**config.mk**
```make
export PLATFORM = sky130hd
export DESIGN_NAME = partial_force_acc_ctrl
export DESIGN_NICKNAME = d
export VERILOG_FILES = /design/src/rtl/partial_force_acc_ctrl.sv
export SDC_FILE = /design/constraint.sdc
export NUM_CORES = 1
export LEC_CHECK = 0
export CAP_MARGIN = 30
export CORE_MARGIN = 2
export CORE_UTILIZATION = 46
export DETAILED_ROUTE_END_ITERATION = 10
export GPL_TIMING_DRIVEN = 0
export PLACE_DENSITY_LB_ADDON = 0.12
export SYNTH_ARGS = -nofsm -noshare
export SYNTH_HDL_FRONTEND = slang
export SYNTH_SLANG_ARGS = --single-unit
```
**constraint.sdc**
```tcl
create_clock -name clk -period 5.2 [get_ports clk]
set_clock_uncertainty 0.05 [all_clocks]
set_input_delay 1.3 -clock clk [delete_from_list [all_inputs] [get_ports clk]]
set_output_delay 1.3 -clock clk [all_outputs]
set_load 0.005 [all_outputs]
```
**src/rtl/partial_force_acc_ctrl.sv**
```systemverilog
// rtl/partial_force_acc_ctrl.sv - round-robin scheduler feeding lane fragments into the partial-force accumulator
//
// Optional feature macro: PFA_CTRL_STATS_EN (adds stat_ops, stat_releases, stat_credit_stalls).
//
// Ports:
//   clk, rst                 clock, asynchronous active-low reset
//   in_valid/in_last         per-lane fragment valid / last-for-this-particle
//   in_frc, in_node_id       per-lane packets {force, pid, cell} and destination node
//   in_ready                 one-hot acceptance, only for the lane granted in RUN
//   flush_req, flush_done    release every dirty lane / pulse once drained
//   credit_return            downstream consumed one released force
//   nb_frc_valid, nb_frc, node_id, nb_reg_sel, nb_reg_release_flag   registered accumulator op
module partial_force_acc_ctrl #(
    parameter int NUM_FILTERS          = 4,
    parameter int ACC_LATENCY          = 3,
    parameter int RELEASE_CREDITS      = 4,
    parameter int FORCE_WIDTH          = 32,
    parameter int PID_WIDTH            = 8,
    parameter int CELL_WIDTH           = 8,
    parameter int NODE_ID_WIDTH        = 4,
    parameter int FRC_PKT_STRUCT_WIDTH = FORCE_WIDTH + PID_WIDTH + CELL_WIDTH
) (
    input  logic                                        clk,
    input  logic                                        rst,
    input  logic [NUM_FILTERS-1:0]                      in_valid,
    input  logic [NUM_FILTERS*FRC_PKT_STRUCT_WIDTH-1:0] in_frc,
    input  logic [NUM_FILTERS*NODE_ID_WIDTH-1:0]        in_node_id,
    input  logic [NUM_FILTERS-1:0]                      in_last,
    output logic [NUM_FILTERS-1:0]                      in_ready,
    input  logic                                        flush_req,
    output logic                                        flush_done,
    input  logic                                        credit_return,
    output logic                                        nb_frc_valid,
    output logic [FRC_PKT_STRUCT_WIDTH-1:0]             nb_frc,
    output logic [NODE_ID_WIDTH-1:0]                    node_id,
    output logic [NUM_FILTERS-1:0]                      nb_reg_sel,
    output logic                                        nb_reg_release_flag
`ifdef PFA_CTRL_STATS_EN
    ,
    output logic [31:0]                                 stat_ops,
    output logic [31:0]                                 stat_releases,
    output logic [31:0]                                 stat_credit_stalls
`endif
);

    localparam int CDW  = $clog2(ACC_LATENCY + 1);
    localparam int CRW  = $clog2(RELEASE_CREDITS + 1);
    localparam int PTRW = (NUM_FILTERS > 1) ? $clog2(NUM_FILTERS) : 1;
    localparam int HDRW = PID_WIDTH + CELL_WIDTH;

    typedef enum logic [1:0] {ST_RUN, ST_FLUSH, ST_DRAIN} state_t;

    state_t                   state, state_nxt;
    logic [CDW-1:0]           cooldown [NUM_FILTERS];
    logic [HDRW-1:0]          hdr      [NUM_FILTERS];
    logic [NODE_ID_WIDTH-1:0] hdr_node [NUM_FILTERS];
    logic [NUM_FILTERS-1:0]   dirty;
    logic [CRW-1:0]           credits;
    logic [PTRW-1:0]          ptr;

    logic [NUM_FILTERS-1:0]          cool, eligible, grant_oh;
    logic                            grant_any, grant_rel, all_cool, credit_ok, flush_done_nxt;
    logic [PTRW-1:0]                 grant_idx;
    logic [FRC_PKT_STRUCT_WIDTH-1:0] sel_frc;
    logic [NODE_ID_WIDTH-1:0]        sel_node, sel_hdr_node;
    logic [HDRW-1:0]                 sel_hdr;

    assign credit_ok = (credits != '0);
    assign all_cool  = (cool == '1);

    // Eligibility and round-robin search starting at ptr. A lane that is
    // only blocked by credits is simply not eligible, so the search moves past it.
    always_comb begin
        logic [PTRW-1:0] idx;
        cool      = '0;
        eligible  = '0;
        grant_any = 1'b0;
        grant_idx = '0;
        idx       = '0;
        for (int i = 0; i < NUM_FILTERS; i++) begin
            cool[i] = (cooldown[i] == '0);
            case (state)
                ST_RUN:   eligible[i] = in_valid[i] & cool[i] & (~in_last[i] | credit_ok);
                ST_FLUSH: eligible[i] = dirty[i] & cool[i] & credit_ok;
                default:  eligible[i] = 1'b0;
            endcase
        end
        for (int k = 0; k < NUM_FILTERS; k++) begin
            idx = PTRW'((int'(ptr) + k) % NUM_FILTERS);
            if (!grant_any && eligible[idx]) begin
                grant_any = 1'b1;
                grant_idx = idx;
            end
        end
    end

    always_comb begin
        grant_oh     = '0;
        sel_frc      = '0;
        sel_node     = '0;
        sel_hdr      = '0;
        sel_hdr_node = '0;
        if (grant_any) grant_oh[grant_idx] = 1'b1;
        for (int i = 0; i < NUM_FILTERS; i++) begin
            if (grant_oh[i]) begin
                sel_frc      = in_frc[i*FRC_PKT_STRUCT_WIDTH +: FRC_PKT_STRUCT_WIDTH];
                sel_node     = in_node_id[i*NODE_ID_WIDTH +: NODE_ID_WIDTH];
                sel_hdr      = hdr[i];
                sel_hdr_node = hdr_node[i];
            end
        end
    end

    assign grant_rel = grant_any & ((state == ST_FLUSH) | in_last[grant_idx]);
    assign in_ready  = (state == ST_RUN) ? grant_oh : '0;

    always_comb begin
        state_nxt      = state;
        flush_done_nxt = 1'b0;
        case (state)
            ST_RUN:   if (flush_req) state_nxt = ST_FLUSH;
            ST_FLUSH: if (dirty == '0) state_nxt = ST_DRAIN;
            ST_DRAIN: if (all_cool) begin
                state_nxt      = ST_RUN;
                flush_done_nxt = 1'b1;
            end
            default:  state_nxt = ST_RUN;
        endcase
    end

    always_ff @(posedge clk or negedge rst) begin
        if (!rst) begin
            state               <= ST_RUN;
            dirty               <= '0;
            credits             <= CRW'(RELEASE_CREDITS);
            ptr                 <= '0;
            flush_done          <= 1'b0;
            nb_frc_valid        <= 1'b0;
            nb_frc              <= '0;
            node_id             <= '0;
            nb_reg_sel          <= '0;
            nb_reg_release_flag <= 1'b0;
            for (int i = 0; i < NUM_FILTERS; i++) begin
                cooldown[i] <= '0;
                hdr[i]      <= '0;
                hdr_node[i] <= '0;
            end
        end else begin
            state      <= state_nxt;
            flush_done <= flush_done_nxt;

            // A release and a returned credit in the same cycle cancel out.
            if (grant_rel && !credit_return)
                credits <= credits - 1'b1;
            else if (!grant_rel && credit_return && credits != CRW'(RELEASE_CREDITS))
                credits <= credits + 1'b1;

            if (grant_any)
                ptr <= (grant_idx == PTRW'(NUM_FILTERS - 1)) ? '0 : grant_idx + 1'b1;

            for (int i = 0; i < NUM_FILTERS; i++) begin
                if (grant_oh[i]) begin
                    cooldown[i] <= CDW'(ACC_LATENCY);
                    if (state == ST_RUN) begin
                        hdr[i]      <= sel_frc[HDRW-1:0];
                        hdr_node[i] <= sel_node;
                        dirty[i]    <= ~in_last[i];
                    end else begin
                        dirty[i]    <= 1'b0;
                    end
                end else if (cooldown[i] != '0) begin
                    cooldown[i] <= cooldown[i] - 1'b1;
                end
            end

            nb_reg_sel          <= grant_oh;
            nb_reg_release_flag <= grant_rel;
            if (grant_any && state == ST_RUN) begin
                nb_frc_valid <= 1'b1;
                nb_frc       <= sel_frc;
                node_id      <= sel_node;
            end else if (grant_any) begin
                // Flush op: release-only, force field zero, header from the lane's last fragment.
                nb_frc_valid <= 1'b0;
                nb_frc       <= {{FORCE_WIDTH{1'b0}}, sel_hdr};
                node_id      <= sel_hdr_node;
            end else begin
                nb_frc_valid <= 1'b0;
                nb_frc       <= '0;
                node_id      <= '0;
            end
        end
    end

`ifdef PFA_CTRL_STATS_EN
    logic credit_stall;
    assign credit_stall = (state == ST_RUN) && (in_valid != '0) && !grant_any && !credit_ok &&
                          ((in_valid & cool & in_last) != '0);

    always_ff @(posedge clk or negedge rst) begin
        if (!rst) begin
            stat_ops           <= '0;
            stat_releases      <= '0;
            stat_credit_stalls <= '0;
        end else begin
            stat_ops           <= stat_ops + {31'b0, grant_any};
            stat_releases      <= stat_releases + {31'b0, grant_rel};
            stat_credit_stalls <= stat_credit_stalls + {31'b0, credit_stall};
        end
    end
`endif

endmodule
```
# --- After elaboration in Yosys (flattened, before gate mapping) ---
# Cells that the tools add are included.
totals:
  output_inout_bits: 63
  elab_cells: 177
  register_bits: 158
  inputBits: 220
classes:
  magnitude_cmp: 6
  n_eq_ne: 8
  addsub: 10
  muxes: 68
  n_bitwise: 26
  n_reduce_logical: 34
ops:
  columns: ["operator", "count"]
  rows:
  - ["$mux W48", 5]
  - ["$mux W16", 5]
  - ["$mux W4", 12]
  - ["$mux W2", 16]
  - ["$reduce_bool A2 Y1", 9]
  - ["$and A1 B1 Y1", 17]
  - ["$mux W1", 17]
  - ["$lt A2 B3 Y1 const B", 5]
  - ["$bmux W1 S2", 5]
  - ["$logic_not A2 Y1", 5]
  - ["$logic_and A1 B1 Y1", 8]
  - ["$pmux W1 S2", 4]
  - ["$reduce_and A2 Y1", 4]
  - ["$sub A2 B1 Y2 const B", 4]
  - ["$mux W3", 2]
  - ["$pmux W2 S3", 1]
  - ["$logic_not A1 Y1", 5]
  - ["$or A1 B1 Y1", 5]
  - ["$add A2 B1 Y2 const B", 2]
  - ["$add A2 B2 Y2 const B", 2]
  - ["$eq A2 B2 Y1 const B", 2]
  - ["$eq A4 B4 Y1 const B", 1]
  - ["$logic_not A4 Y1", 1]
  - ["$ne A2 B2 Y1 const B", 2]
  - ["10 further kinds", 13]

# --- Longest topological paths before layout ---
depth:
  depth_word: 27
  ltp_mapped: 16
  depth_no_buf: 15

# --- Worst setup path after synthesis ---
# OpenSTA, ideal clock, no wires.
synth_timing:
  path_type: "input port to output port"
  from: "input in_last[0]"
  to: "output in_ready[1]"
  required_ps: 3850
  cell_stages: 10
  path_buffers: 1
  arrival_time_ps: 3465
  path_slack_ps: 385
  cell_sequence: "or4b_1 a32o_2 and3_4 a311oi_4 nand2_1 inv_1 ha_1 inv_1 nor2_1 clkbuf_1"
synth_via:
  elab_chain_len: 22
  word_cells_on_any_way: 33
  classes_between: "order compare (2); mux (21); bitwise (3); reduce/logical (7)"
synth_lines:
  columns: ["element", "line_no", "text"]
  rows:
  - ["from (decl)", "28", "input logic [NUM_FILTERS-1:0] in_last,"]
  - ["$not A1 Y1 *", "83", "ST_RUN: eligible[i] = in_valid[i] & cool[i] & (~in_last[i] | credit_ok);"]
  - ["$or A1 B1 Y1 *", "83", null]
  - ["$and A1 B1 Y1 *", "83", null]
  - ["$pmux W1 S2 *", "82", "case (state)"]
  - ["$bmux W1 S2", "90", "if (!grant_any && eligible[idx]) begin"]
  - ["$mux W1 (implied by the code)", "90", null]
  - ["$mux W1", "90", null]
  - ["$logic_not A1 Y1", "90", null]
  - ["[6 not listed]", null, null]
  - ["$logic_and A1 B1 Y1", "90", null]
  - ["$mux W2", "90", null]
  - ["$lt A2 B3 Y1 (implied by the code) or $ge A2 B1 Y1 (tied branches)", "103", "if (grant_any) grant_oh[grant_idx] = 1'b1;"]
  - ["$logic_and A1 B1 Y1 (implied by the code)", "103", null]
  - ["$mux W1 (implied by the code)", "103", null]
  - ["$demux W1 S2", "103", null]
  - ["$mux W4 *", "103", null]
  - ["$mux W4 *", "115", "assign in_ready = (state == ST_RUN) ? grant_oh : '0;"]
  - ["to (decl)", "29", "output logic [NUM_FILTERS-1:0] in_ready,"]
# Every way passes the cells marked *; elsewhere a longest branch is shown, timed or not. The select of a mux whose other input is x is not followed.

# --- Worst setup path in the final report ---
layout_timing:
  from: "input in_last[0]"
  to: "output in_ready[0]"
# Same word-level chain as after synthesis.

==> results <==
- The flow ran to the end, and the final reports show no timing, DRC or antenna violations.
- The final cycle utilization of the critical path is slightly below 100%.
- The number of unique standard cell types used by synthesis is 66.
- Setup violations remaining at the end of the flow were counted as 0.
- The beginning of the worst register-to-register path is credits[1].
- In this run the tightest slew margin relative to its limit is roughly two fifths.
- The CTS H-tree depth is 4.
- The data arrival at the endpoint of the critical path is between 3 and 4 ns.
- The number of endpoints with negative hold slack in the final report was 0.
- The height of the chip is 139 um.
- The post-route non-filler standard cell count is 1487.
- The maximum VDD drop is between 0.4 and 0.5 mV.
- The first global-routing pass estimated just under 50 mm of wire.
- The hold path depth is 2.
- Dividing the detail-routed via count by the number of cells gives 5.98.
- The data required time of the critical path is 3.85 ns.
- The startpoint type of the worst setup path is a primary input.
- The number of pins with negative max-slew slack in the final report was 0.
- After synthesis, the cell types taking the most area are dfrtp_1, nor2_1, a21oi_1.
- The congestion estimate from routability-driven global placement came to 0.889.
- The worst register-to-register path ends at nb_frc[7].
- The number of clock buffers added by TritonCTS is 17.
- The die is between 100 and 150 um wide.
- Compared with the post-synthesis result, the final layout area differs by 48.8%.
- The static leakage power is 5.02 nW.
- The worst reg-to-reg setup slack is 0.57 ns.
- After floorplanning, the core was sized to cover 17900 um2.
- Before CTS, the worst setup slack after placement is -1.28 ns.
- For this run, the number of Yosys warnings is 0.
- 283 I/O pins were placed.
- By count the netlist is led by dfrtp_1, nor2_1, nand2_1.
- TritonCTS built the clock tree.
- Counting flops with a built-in enable in the synthesized netlist gives 0.
- Setup repair after global routing could not meet its margin everywhere.
- The placed wire-length estimate is 22.5 mm.
- The number of global-route vias before repair is 8782.
- The initial antenna violation count is 2.
- The tightest hold path in the finished design has a slack of 0.438 ns.
- The floorplan die area is 19300 um2.
- The largest single stage delay on the critical path is approximately 0.46 ns.
- The cell taking the most area after synthesis is dfrtp_1.
- The average size of a mapped cell is 9.07 um2.
- Counting along the longest clock path gives a buffer depth of 2.
- The overall power after layout is 7.20 mW.
- The standard cell with the maximum stage delay on the critical path is or4b_4.
- Counting flops with an async set or reset pin after synthesis yields a share of 100%.
- Setup slack on the critical path of the routed design comes to ~0.038 ns.
- The dominant register cell in the synthesized netlist is dfrtp_1.
- The number of search-and-repair iterations in the first detailed-routing pass is 5.
- The DRC violation count after routing is 0.
- The final route contains 8892 vias.
- The signal on the critical path passes through buf_2 > or4b_4 > a32o_2 > and3_4 > a311oi_4 > nand2_2 > ha_1 > inv_2 > nor2_4 > clkbuf_8 > clkdlybuf4s50_1.
- The count of nets left with antenna violations once routing finished came out at 0.
- By instance count, the leading cell after synthesis is dfrtp_1.
- The largest net degree at the start of global routing is 93.
- The worst setup path is of the primary input to output port kind.
- The share of the synthesized area in the top cell type is between 40% and 50%.
- The measured slew at the worst slew-check pin is between 0.8 and 0.9 ns.
- The overall routed net length is 32.2 mm.
- The cell count after placement is 1436.
- The cell sitting at the root of the clock tree is a clkbuf_16.
- The tool flagged a number of max-cap violations equal to 0.
- The maximum net fanout on the critical path is 4.
- The average wire length per cell after detail routing is between 20 and 25 um.
- The synthesized flop and latch total is roughly 160.
- The clock latency of the later-clocked register in the worst-skew pair is 0.44 ns.
- The synthesized area is 8380 um2.
- The length in cells of the worst reg-to-reg path is 12.
- In this run, the number of DRC markers left after iteration 0 of detailed routing was 857.
- Synthesis handed over a netlist of 924 instances.
- The post-route netlist has about an eighth of its cells at a drive strength greater than 1.
- The path with the worst hold slack has its endpoint at hdr[12].
- Sequential elements use between 40% and 50% of the synthesized area.
- When the netlist entered floorplanning its net count stood at 1153.
- The worst hold path begins at hdr[12].
- The critical path endpoint category is an output port.
- The net count of the finished layout is 1472.
- Global routing finished with a remaining overflow of 0.
- The power density over cell area is 577 nW/um2.
- The clock slew seen by the registers of the worst setup and hold paths is 0.06 ns.
- The routed design could run at a clock period as short as 5.16 ns.
- Static timing analysis puts the maximum clock frequency at slightly below 200 MHz.
- The count of port buffers added during placement is 282.
- The starting density of the core is 46.8%.
- The cell row count is 49.
- The accumulated negative setup slack is 0 ns.
- The total number of clock tree sinks is around 160.
- The class of the tightest hold or removal check is flip-flop to flip-flop.
- The overall routing resource usage is 32.7%.
-- critical path: cells and delay by family --
family,cells,cell delay (ns)
compound gates,2,0.58
fa+ha+maj,1,0.26
buf+inv,4,0.81
simple gates,4,0.85
-- cell usage in the layout, fill, tap and decap left out, types with 3 or more instances in the layout --
cell and instances:
buf_8 3, o31ai_1 3, nor2b_1 4, o32ai_1 20
or3_1 33, nor3_1 23, nor2_1 136, inv_1 18
nand2_1 115, clkbuf_16 18, ha_1 5, clkbuf_1 59
mux2_2 3, o21ai_0 27, a311oi_1 20, nand2_2 3
dfrtp_1 157, inv_6 9, a221oi_2 17, o21ai_1 17
a31oi_1 3, buf_4 19, inv_2 6, nor2_4 3
xor2_1 4, clkdlybuf4s50_1 275, a221oi_1 55, a21oi_1 98
buf_1 5, buf_2 12, a31oi_2 17
-- metrics by stage --
step | utilization (%) | area, um2
2_1_floorplan | - | 8380
3_3_place_gp | 64.2 | 11500
3_5_place_dp | 64.3 | 11500
4_1_cts | 69.0 | 12400
5_1_grt | 69.7 | 12500
6_report | 69.7 | 12500
-- how the worst max path moves through the flow --
| stage | startpoint | to | slack, ns | depth (start not counted) |
|---|---|---|---|---|
| final | in_last[0] | in_ready[0] | 0.04 | 11 |
| after global routing | in_valid[3] | in_ready[2] | -0.03 | 11 |
| after CTS | in_valid[2] | in_ready[0] | -0.02 | 11 |
| after detailed placement | in_last[0] | in_ready[1] | -1.28 | 12 |
| after global placement | rst | nb_frc[28] | -3.87 | 1 |
| after floorplan | in_last[0] | in_ready[1] | 0.38 | 10 |
-- registers in the layout, indices dropped and copies added (netlist names) --
register	cells
flush_done	1
nb_reg_release_flag	1
hdr_node	16
nb_frc_valid	1
cooldown	8
node_id	4
credits	3
dirty	4
nb_reg_sel	4
nb_frc	48
hdr	64
ptr	2
state	2
-- final cells by class --
class	count	area, um2
buffer	83	404
clock inverter	15	173
inverter	25	96.3
timing repair buffer	300	2980
tap	229	287
clock buffer	17	425
multi-input combinational	658	4140
fill	1442	5430
sequential	158	3960
antenna	2	5.00
-- timing repair --
action / CTS / global route
resized for setup: 50 / 17
hold buffers: 0 / 0
pin swaps: 10 / 6
buffers inserted: 9 / 8
endpoints found under the setup margin: 29 / 3
-- kinds of logic after synthesis --
group	share of synthesized area (%)
AO/OA/AOI/OAI	27.4
AND/OR/NAND/NOR	17.6
multiplexers	0.642
XOR/XNOR	0.523
buffers and inverters	5.18
flip-flops	47.2
adder cells (fa/ha/maj)	1.43
-- per-layer routing --
layer,wire [um],vias to the layer above,global-route usage (%)
met5,0,-,0
met4,1410,0,15.0
met3,2730,96,7.18
met2,15900,509,55.0
met1,12200,4276,40.3
li1,-,4011,-
-- power breakdown --
group | total [mW] | internal (mW) | switching, mW
Clock | 1.29 | 0.725 | 0.567
Combinational | 3.97 | 1.61 | 2.35
Sequential | 1.94 | 1.70 | 0.242
(Power assumes the default switching activity.)
